--- src/rtl/stopwatch_ctrl.sv ---
// stopwatch_ctrl
// Sequencing controller for the stopwatch datapath. Turns debounced button
// pulses and mode switches into run/direction/load/clear controls, generates
// the count-enable tick, holds the countdown preset, strobes the leaderboard
// capture and times the beep request.
//
// Ports
//   clock_i        system clock
//   reset_i        asynchronous, active-high reset
//   start_stop_i   single-cycle pulse, start/pause/resume/leave DONE
//   increment_i    single-cycle pulse, preset increment (PROG only)
//   clear_i        single-cycle pulse, clear preset / stop / leave DONE
//   prog_i         level, program-preset mode
//   up_i           level, 1 = count up, 0 = count down
//   min_i          level, increment targets minutes (1) or seconds (0)
//   zero_i         stopwatch count equals zero
//   tick_o         one-cycle count enable while running
//   count_up_o     latched direction
//   load_o         one-cycle pulse, stopwatch loads the preset
//   clear_count_o  one-cycle pulse, stopwatch clears to 0
//   preset_min_o   preset minutes 0..99
//   preset_sec_o   preset seconds 0..59
//   record_o       one-cycle leaderboard capture strobe
//   expired_o      beep request level
//   state_o        FSM state code
//
// Optional feature: define STOPWATCH_AUTO_RELOAD_EN to reload the preset and
// keep running on countdown expiry instead of stopping in DONE.
//
// state | meaning
// IDLE  | stopped, waiting for start or program mode
// PROG  | editing the countdown preset
// RUN   | counting, tick active
// PAUSE | counting suspended, prescaler frozen
// DONE  | countdown expired, beep timed, waiting for acknowledge

module stopwatch_ctrl #(
  parameter int unsigned CLK_HZ  = 100000000,
  parameter int unsigned TICK_HZ = 1000,
  parameter int unsigned BEEP_MS = 500
) (
  input  logic       clock_i,
  input  logic       reset_i,
  input  logic       start_stop_i,
  input  logic       increment_i,
  input  logic       clear_i,
  input  logic       prog_i,
  input  logic       up_i,
  input  logic       min_i,
  input  logic       zero_i,
  output logic       tick_o,
  output logic       count_up_o,
  output logic       load_o,
  output logic       clear_count_o,
  output logic [6:0] preset_min_o,
  output logic [5:0] preset_sec_o,
  output logic       record_o,
  output logic       expired_o,
  output logic [2:0] state_o
);

  localparam int unsigned DIV = CLK_HZ / TICK_HZ;
  localparam int unsigned PW  = (DIV > 1) ? $clog2(DIV) : 1;
  localparam int unsigned BW  = (BEEP_MS > 0) ? $clog2(BEEP_MS + 1) : 1;
  localparam logic [PW-1:0] PRESC_LAST = PW'(DIV - 1);
  localparam logic [BW-1:0] BEEP_LOAD  = BW'(BEEP_MS);

  typedef enum logic [2:0] {
    S_IDLE  = 3'd0,
    S_PROG  = 3'd1,
    S_RUN   = 3'd2,
    S_PAUSE = 3'd3,
    S_DONE  = 3'd4
  } state_e;

  state_e        state_q, state_d;
  logic          count_up_q, count_up_d;
  logic          tick_q, tick_d;
  logic          load_q, load_d;
  logic          clear_count_q, clear_count_d;
  logic          record_q, record_d;
  logic          expired_q, expired_d;
  logic [6:0]    pmin_q, pmin_d;
  logic [5:0]    psec_q, psec_d;
  logic [PW-1:0] presc_q, presc_d;
  logic [BW-1:0] beep_q, beep_d;

  logic presc_wrap;
  logic preset_nz;
  logic expire_hit;
  logic presc_run;

  assign presc_wrap = (presc_q == PRESC_LAST);
  assign preset_nz  = (pmin_q != 7'd0) || (psec_q != 6'd0);
  assign expire_hit = !count_up_q && zero_i;

  always_comb begin
    state_d       = state_q;
    count_up_d    = count_up_q;
    tick_d        = 1'b0;
    load_d        = 1'b0;
    clear_count_d = 1'b0;
    record_d      = 1'b0;
    expired_d     = expired_q;
    pmin_d        = pmin_q;
    psec_d        = psec_q;
    presc_d       = presc_q;
    beep_d        = beep_q;
    presc_run     = 1'b0;

    case (state_q)
      S_IDLE: begin
        if (prog_i) begin
          state_d = S_PROG;
        end else if (start_stop_i) begin
          if (up_i) begin
            count_up_d    = 1'b1;
            clear_count_d = 1'b1;
            presc_d       = '0;
            state_d       = S_RUN;
          end else if (preset_nz) begin
            count_up_d = 1'b0;
            load_d     = 1'b1;
            presc_d    = '0;
            state_d    = S_RUN;
          end
        end
      end

      S_PROG: begin
        if (clear_i) begin
          pmin_d = 7'd0;
          psec_d = 6'd0;
        end else if (increment_i) begin
          // Fields wrap independently; seconds never carry into minutes.
          if (min_i) pmin_d = (pmin_q == 7'd99) ? 7'd0 : pmin_q + 7'd1;
          else       psec_d = (psec_q == 6'd59) ? 6'd0 : psec_q + 6'd1;
        end
        if (!prog_i) state_d = S_IDLE;
      end

      S_RUN: begin
        presc_run = 1'b1;
        if (clear_i) begin
          clear_count_d = 1'b1;
          expired_d     = 1'b0;
          presc_run     = 1'b0;
          state_d       = S_IDLE;
        end else if (expire_hit) begin
          record_d  = 1'b1;
          expired_d = 1'b1;
          beep_d    = BEEP_LOAD;
          presc_d   = '0;
          presc_run = 1'b0;
`ifdef STOPWATCH_AUTO_RELOAD_EN
          load_d    = 1'b1;
`else
          state_d   = S_DONE;
`endif
        end else if (start_stop_i) begin
          presc_run = 1'b0;
          state_d   = S_PAUSE;
        end
      end

      S_PAUSE: begin
        if (clear_i) begin
          clear_count_d = 1'b1;
          record_d      = count_up_q;
          expired_d     = 1'b0;
          state_d       = S_IDLE;
        end else if (start_stop_i) begin
          presc_d = '0;
          state_d = S_RUN;
        end
      end

      S_DONE: begin
        // Prescaler keeps running only to time the beep.
        presc_run = expired_q;
        if (start_stop_i || clear_i) begin
          clear_count_d = 1'b1;
          expired_d     = 1'b0;
          presc_run     = 1'b0;
          state_d       = S_IDLE;
        end
      end

      default: begin
        state_d = S_IDLE;
      end
    endcase

    if (presc_run) begin
      presc_d = presc_wrap ? '0 : presc_q + 1'b1;
      tick_d  = presc_wrap && (state_q == S_RUN);
      if (expired_q && presc_wrap) begin
        if (beep_q <= BW'(1)) begin
          beep_d    = '0;
          expired_d = 1'b0;
        end else begin
          beep_d = beep_q - 1'b1;
        end
      end
    end
  end

  always_ff @(posedge clock_i or posedge reset_i) begin
    if (reset_i) begin
      state_q       <= S_IDLE;
      count_up_q    <= 1'b1;
      tick_q        <= 1'b0;
      load_q        <= 1'b0;
      clear_count_q <= 1'b0;
      record_q      <= 1'b0;
      expired_q     <= 1'b0;
      pmin_q        <= 7'd0;
      psec_q        <= 6'd0;
      presc_q       <= '0;
      beep_q        <= '0;
    end else begin
      state_q       <= state_d;
      count_up_q    <= count_up_d;
      tick_q        <= tick_d;
      load_q        <= load_d;
      clear_count_q <= clear_count_d;
      record_q      <= record_d;
      expired_q     <= expired_d;
      pmin_q        <= pmin_d;
      psec_q        <= psec_d;
      presc_q       <= presc_d;
      beep_q        <= beep_d;
    end
  end

  assign tick_o        = tick_q;
  assign count_up_o    = count_up_q;
  assign load_o        = load_q;
  assign clear_count_o = clear_count_q;
  assign record_o      = record_q;
  assign expired_o     = expired_q;
  assign preset_min_o  = pmin_q;
  assign preset_sec_o  = psec_q;
  assign state_o       = state_q;

endmodule

--- config.mk ---
export PLATFORM = sky130hd
export DESIGN_NAME = stopwatch_ctrl
export DESIGN_NICKNAME = d
export VERILOG_FILES = /design/src/rtl/stopwatch_ctrl.sv
export SDC_FILE = /design/constraint.sdc
export NUM_CORES = 1
export LEC_CHECK = 0
export CAP_MARGIN = 20
export CORE_ASPECT_RATIO = 1.1
export CORE_MARGIN = 8
export CORE_UTILIZATION = 50
export CTS_BUF_LIST = sky130_fd_sc_hd__clkbuf_4 sky130_fd_sc_hd__clkbuf_8
export CTS_CLUSTER_SIZE = 16
export DETAILED_ROUTE_END_ITERATION = 8
export GPL_ROUTABILITY_DRIVEN = 0
export PLACE_DENSITY = 0.72
export SYNTH_ARGS = -nofsm -noshare
export SYNTH_HDL_FRONTEND = slang
export SYNTH_SLANG_ARGS = --single-unit
--- constraint.sdc ---
create_clock -name clock_i -period 2.7 [get_ports clock_i]
set_input_delay 0.27 -clock clock_i [delete_from_list [all_inputs] [get_ports clock_i]]
set_output_delay 0.27 -clock clock_i [all_outputs]
set_load 0.01 [all_outputs]
==> impl_metrics.py, run 1 <==
metrics = {
    "setup_path": {
        "path_class": "flip-flop to flip-flop",
        "rrSetupSlack_ns": 0.36,
        "critPathRequiredTime_ns": 2.93,
        "timing.rr.end": "beep_q[2]$_DFF_PP0_",
        "worst_setup_path_start_kind": "flip-flop",
        "critPathLaunch": "presc_q[0]$_DFFE_PP0P_",
        "crit_arrival_ns": 2.57,
        "critPathCapture": "beep_q[2]$_DFF_PP0_",
        "worst_setup_path_end_kind": "flip-flop",
        "reg2reg_depth": 6,
        "timing.rr.start": "presc_q[0]$_DFFE_PP0P_",
        "critPathMaxFanout": 7,
    },
    "cts": {
        "cts_tree": "yes",
        "cts_resized": 0,
        "hold_buffers": 0,
        "clk_latency_ns": 0.31,
        "cts_max_path_buffers": 2,
        "clock-root-buffer": "clkbuf_8",
        "numCtsBuffers": 5,
        "post_cts_buffers": 0,
        "cts.clk_slew.worst_paths_ns": 0.09,
        "ctsHtreeMaxLevel": 2,
        "cts.sinks": 48,
    },
    "worst_hold_path": {
        "hold_path.class": "input port to async pin",
    },
    "sta": {
        "hold_viol_final": 0,
        "fmax_mhz": 427,
        "worst_pin_slew_ns": 0.748,
        "layout_setup_ws_ns": 0.357,
        "slew_viol_final": 0,
        "setup_tns_ns": 0,
        "rsz0062_at_grt": "no",
        "skew_ns": 0.0105,
        "relSlewSlack_pct": 50.0,
        "period_share_pct": 86.8,
        "layout_min_cycle_time_ns": 2.34,
        "setup_viol": 0,
    },
    "layout": {
        "nFillCells": 504,
        "diodes": 0,
        "syn_to_final_growth_pct": 17.3,
        "drive_gt1_share_pct": 8.49,
        "nNetsFinal": 380,
        "stdcell_count": 442,
        "fin_util_pct": 59.5,
        "final_cell_area_um2": 3350,
    },
    "detailed_routing": {
        "drt-initial-drc-count": 107,
        "route.met2.wl_mm": 3.34,
        "drt-met1-wl_mm": 2.93,
        "vias_per_cell": 5.78,
        "routed_wl_mm": 6.61,
        "ant_nets": 0,
        "drc": 0,
        "wl_met3_um": 286,
        "wl_per_cell_um": 15.0,
        "top_layer_used": "met4",
        "firstDrtPassIters": 5,
        "vias": 2555,
    },
    "floorplan": {
        "core_region_area_um2": 5620,
        "io_pins": 31,
        "die_h_um": 95.2,
        "initial_utilization_pct": 50.7,
        "die_area_um2": 8380,
        "rows": 29,
        "die_x_um": 88.0,
    },
    "global_route": {
        "grt_pass1_vias": 2383,
        "antenna_found_initial": 0,
        "grt_pass1_wl_mm": 11.4,
        "grt_max_degree": 49,
        "grt_overflow": 0,
        "grtUsageTotal_pct": 17.0,
    },
    "pwr": {
        "powerDensity_nw_per_um2": 678,
        "ir_drop_mv": 0.445,
        "leakagePower_nw": 1.40,
    },
    "logic_synthesis": {
        "synth_flop_cell": "dfrtp_1",
        "synth_edf_count": 0,
        "syn-cell-area_um2": 2850,
        "yosysTopAreaCell": "dfrtp_1",
        "yosys-top-cells-area": "dfrtp_1 41%, nand2_1 5.0%, a21oi_1 4.4%",
        "avgSynthCellArea_um2": 8.62,
        "synth_cell_type_count": 55,
        "ys_seq_area_share_pct": 42.1,
        "ys_ff_latch": 48,
        "synthArstFlopShare_pct": 100,
        "synth_nets": 347,
        "ys_warn_count": 0,
        "netlist_instances": 331,
        "synth.top_cell.area_share_pct": 41.2,
    },
    "status": {
        "status": "finished clean",
    },
    "placement": {
        "pre_cts_ws_ns": 0.316,
        "hpwl_mm": 4.71,
        "postPlaceCellArea_um2": 3260,
        "port_buffers": 30,
        "place_inst": 434,
    },
    "job": {
        "cap_violations": 0,
    },
}
==> power by group <==
| group | internal (W) | switching, W |
|---|---|---|
| sequential | 0.000828 | 0.000173 |
| clock | 0.000202 | 0.000240 |
| combinational | 0.000407 | 0.000418 |
| total | 0.00144 | 0.000831 |
==> critical path, stage by stage, from the launching register on <==
cell	delay, ns
dfrtp_1	0.41
ha_1	0.25
nand4_2	0.22
nor4_4	0.53
nand4b_2	0.29
and2_1	0.33
a211oi_2	0.24
==> metrics by stage <==
stage | hold slack, ns | power, W
2_1_floorplan | 0.336 | 0.00148
3_3_place_gp | 0.471 | 0.00183
3_5_place_dp | 0.479 | 0.00184
5_1_grt | 0.503 | 0.00243
4_1_cts | 0.449 | 0.00229
6_report | 0.438 | 0.00227
==> flip-flops by register name, indices dropped and copies added, names as in the netlist <==
register / count
beep_q: 9
clear_count_o: 1
count_up_o: 1
expired_o: 1
load_o: 1
presc_q: 17
preset_min_o: 7
preset_sec_o: 6
record_o: 1
state_o: 3
tick_o: 1
==> per-layer routing <==
layer	up-vias	track usage, %
met1	1218	21.8
li1	1280	-
met2	52	28.8
met4	0	5.08
met5	-	0
met3	5	2.59
==> placed cells by master (no fill, tap or decap), types with 4 or more instances in the layout <==
cell | Yosys | final
o21ai_0 | 21 | 21
a21o_1 | 4 | 4
nand2_1 | 38 | 38
clkbuf_8 | 0 | 5
dfrtp_1 | 47 | 47
nand3_1 | 20 | 20
nor4_1 | 4 | 4
buf_4 | 0 | 8
and3_1 | 4 | 4
o22ai_1 | 4 | 4
clkdlybuf4s50_1 | 0 | 30
nor3_1 | 14 | 13
nand4_1 | 5 | 5
nand2b_1 | 9 | 9
a31oi_1 | 18 | 18
and2_1 | 6 | 6
inv_1 | 21 | 20
a21oi_1 | 25 | 25
ha_1 | 7 | 7
o21a_1 | 4 | 4
nor2_1 | 17 | 17
nor2b_1 | 4 | 4
==> cells in the mapped netlist (all sizes together) (6+ instances only) <==
cell type / number
nor4: 6
o21ai: 22
nor3: 14
a21oi: 25
dfrtp: 47
nand2b: 9
and2: 6
clkbuf: 8
inv: 21
a31oi: 18
nand2: 38
nand4: 6
nor2: 17
ha: 7
nand3: 20
==> area by class of cell <==
cell class	instances	area [um^2]	share of cell area (%)
clock buffer	7	83.8	2.50
sequential	48	1200	35.9
timing repair buffer	38	360	10.8
tap	77	96.3	2.88
inverter	21	78.8	2.36
clock inverter	1	5.00	0.150
multi-input combinational	250	1520	45.4
==> worst min path at each step <==
stage                                start                           to  slack [ns]  cells past startpoint
detailed placement  count_up_o$_DFFE_PP1P_       count_up_o$_DFFE_PP1P_        0.48                      2
global placement    count_up_o$_DFFE_PP1P_       count_up_o$_DFFE_PP1P_        0.47                      2
CTS                                reset_i  preset_min_o[3]$_DFFE_PP0P_        0.45                      3
floorplan                             up_i             load_o$_DFF_PP0_        0.34                      1
finish                             reset_i  preset_min_o[3]$_DFFE_PP0P_        0.44                      3
global route                       reset_i  preset_min_o[4]$_DFFE_PP0P_        0.50                      3
==> cells by family after synthesis <==
family          after synthesis  synth area share, %
compound gates               98                 21.5
buf+inv                      33                 4.74
simple gates                141                 27.1
xor+xnor                      2                0.614
fa+ha+maj                     7                 3.07
flops                        48                 42.1
mux                           2                0.789
Note: power is estimated with default switching activity, not from simulation.
==> run 2: changes to the inputs <==
--- a/config.mk
+++ b/config.mk
@@ -9,7 +9,7 @@
 export CORE_ASPECT_RATIO = 1.1
 export CORE_MARGIN = 8
 export CORE_UTILIZATION = 50
-export CTS_BUF_LIST = sky130_fd_sc_hd__clkbuf_4 sky130_fd_sc_hd__clkbuf_8
+export CTS_BUF_LIST = sky130_fd_sc_hd__clkbuf_2 sky130_fd_sc_hd__clkbuf_4 sky130_fd_sc_hd__clkbuf_8
 export CTS_CLUSTER_SIZE = 16
 export DETAILED_ROUTE_END_ITERATION = 8
 export GPL_ROUTABILITY_DRIVEN = 0
==> results of run 2 <==
The final DEF is identical to that of run 1; final timing and power are the same.
==> run 3: changes to the inputs <==
--- a/config.mk
+++ b/config.mk
@@ -13,7 +13,7 @@
 export CTS_CLUSTER_SIZE = 16
 export DETAILED_ROUTE_END_ITERATION = 8
 export GPL_ROUTABILITY_DRIVEN = 0
-export PLACE_DENSITY = 0.72
+export PLACE_DENSITY = 0.81
 export SYNTH_ARGS = -nofsm -noshare
 export SYNTH_HDL_FRONTEND = slang
 export SYNTH_SLANG_ARGS = --single-unit
==> constraint.sdc (replaced) <==
create_clock -name clock_i -period 2 [get_ports clock_i]
set_input_delay 0.2 -clock clock_i [delete_from_list [all_inputs] [get_ports clock_i]]
set_output_delay 0.2 -clock clock_i [all_outputs]
set_load 0.01 [all_outputs]
==> run 3 against run 2 <==
The flow now finishes with violations (negative setup slack). Sequential power increased by 24%. Register-to-register slack got worse by 0.36 ns. First-iteration DRC count increased by 37%. Critical path type unchanged. Final cell count increased by 12%. Clock skew decreased by 0.0040 ns. Wire length increased by 14%. Setup slack got worse by 0.36 ns. Critical path depth increased by 1. Core utilization increased by 9.5 points. Design area increased by 16%.
==> impl_metrics.py, run 3 (same netlist as run 1, synthesis figures left out) <==
metrics = {
    "status": {
        "status": "finished, violations left",
        "violations": "negative setup slack",
    },
    "detailed_routing": {
        "vias": 2829,
        "vias_per_cell": 5.72,
        "firstDrtPassIters": 4,
        "drc": 0,
        "routed_wl_mm": 7.52,
        "drt-initial-drc-count": 147,
        "ant_nets": 0,
        "wl_per_cell_um": 15.2,
    },
    "sta": {
        "setup_tns_ns": -0.00300,
        "setup_viol": 1,
        "skew_ns": 0.00651,
        "rsz0062_at_grt": "yes",
        "period_share_pct": 100,
        "fmax_mhz": 499,
        "layout_min_cycle_time_ns": 2.00,
        "slew_viol_final": 0,
        "relSlewSlack_pct": 64.8,
        "hold_viol_final": 0,
        "worst_pin_slew_ns": 0.527,
        "layout_setup_ws_ns": -0.00300,
    },
    "floorplan": {
        "io_pins": 31,
        "die_h_um": 95.2,
        "die_area_um2": 8380,
        "die_x_um": 88.0,
        "rows": 29,
        "core_region_area_um2": 5620,
        "initial_utilization_pct": 50.7,
    },
    "setup_path": {
        "timing.rr.end": "presc_q[12]$_DFFE_PP0P_",
        "reg2reg_depth": 7,
        "timing.rr.start": "presc_q[14]$_DFFE_PP0P_",
        "worst_setup_path_start_kind": "flip-flop",
        "critPathRequiredTime_ns": 2.20,
        "worst_setup_path_end_kind": "flip-flop",
        "critPathMaxFanout": 7,
        "critPathCapture": "presc_q[12]$_DFFE_PP0P_",
        "critPathLaunch": "presc_q[14]$_DFFE_PP0P_",
        "rrSetupSlack_ns": -0.003,
        "path_class": "flip-flop to flip-flop",
        "crit_arrival_ns": 2.20,
    },
    "layout": {
        "syn_to_final_growth_pct": 36.1,
        "drive_gt1_share_pct": 22.7,
        "nFillCells": 413,
        "top_register": "presc_q",
        "layout_common_cells": "56 x buf_4, 47 x dfrtp_1, 38 x nand2_1",
        "final_common_cell": "buf_4",
        "diodes": 0,
        "nNetsFinal": 433,
        "largest_reg_flops": 17,
        "final_cell_area_um2": 3880,
    },
    "pwr": {
        "powerDensity_nw_per_um2": 913,
        "ir_drop_mv": 0.525,
        "leakagePower_nw": 1.71,
    },
    "placement": {
        "port_buffers": 30,
        "hpwl_mm": 5.30,
        "postPlaceCellArea_um2": 3640,
    },
    "cts": {
        "clock-root-buffer": "clkbuf_8",
        "ctsHtreeMaxLevel": 2,
        "hold_buffers": 0,
        "numCtsBuffers": 5,
        "cts.sinks": 48,
        "clk_latency_ns": 0.31,
        "cts_max_path_buffers": 2,
        "cts.clk_slew.worst_paths_ns": 0.09,
        "cts_tree": "yes",
    },
    "worst_hold_path": {
        "hold_path.class": "input port to async pin",
    },
    "global_route": {
        "grt_pass1_wl_mm": 12.2,
        "grt_overflow": 0,
        "grt_pass1_vias": 2643,
        "grt_max_degree": 49,
        "antenna_found_initial": 0,
        "grtUsageTotal_pct": 18.2,
    },
    "job": {
        "cap_violations": 0,
    },
}
## run 3: cell count changes in the layout (fill, tap and decap cells not counted), sizes merged
cell,before,now
buf,8,61
clkbuf,7,8
clkinv,1,0
## run 3: what timing repair did
item / 4_1_cts / 5_1_grt
setup buffers: 1 / 5
setup endpoints to repair: 16 / 19
gates resized for setup: 3 / 13
cloned: 0 / 1
pin swaps: 1 / 2
## run 3: critical path, stage by stage (launching register included)
cell and delay, ns:
dfrtp_1 0.40, or4_4 0.55, nor4_4 0.14, buf_4 0.18, nor3_2 0.05, buf_6 0.16, a211o_1 0.25, a21o_1 0.17
## run 3: area by class of cell
cell class	count	area, um^2	area share (%)
multi-input combinational	250	1610	41.6
sequential	48	1200	31.0
timing repair buffer	91	788	20.3
clock buffer	8	104	2.67
tap	77	96.3	2.48
inverter	21	78.8	2.03
## run 3: worst min path at each step
stage	from	to	slack (ns)	cells after the start
floorplan	up_i	load_o$_DFF_PP0_	0.27	1
global placement	count_up_o$_DFFE_PP1P_	count_up_o$_DFFE_PP1P_	0.47	2
detailed placement	count_up_o$_DFFE_PP1P_	count_up_o$_DFFE_PP1P_	0.47	2
CTS	reset_i	presc_q[5]$_DFFE_PP0P_	0.25	3
global route	reset_i	preset_min_o[0]$_DFFE_PP0P_	0.28	3
finish	reset_i	presc_q[8]$_DFFE_PP0P_	0.23	3
## run 3: routing by layer
layer	part of all wire [%]	global-route usage, %	vias to the layer above
li1	-	-	1383
met1	44	22.6	1383
met2	50	30.8	56
met3	4.0	3.97	7
met4	1.2	5.64	0
met5	0	0	-
## run 3: where the power goes
part	total, W	internal, W	switching, W	leakage [nW]
combinational	0.00165	0.000825	0.000826	1.04
clock	0.000650	0.000329	0.000321	0.0549
sequential	0.00124	0.00112	0.000122	0.616
total	0.00354	0.00227	0.00127	1.71
## run 3: stage by stage
stage | instances | utilization, % | power (W) | hold slack (ns) | setup slack, ns
CTS | 489 | 67.0 | 0.00348 | 0.249 | 0.0118
finish | 495 | 69.1 | 0.00354 | 0.227 | -0.00300
global route | 495 | 69.1 | 0.00376 | 0.275 | -0.0590
global placement | 480 | 64.7 | 0.00277 | 0.467 | -0.155
floorplan | 331 | - | 0.00201 | 0.266 | 0.0204
detailed placement | 480 | 64.7 | 0.00282 | 0.471 | -0.264
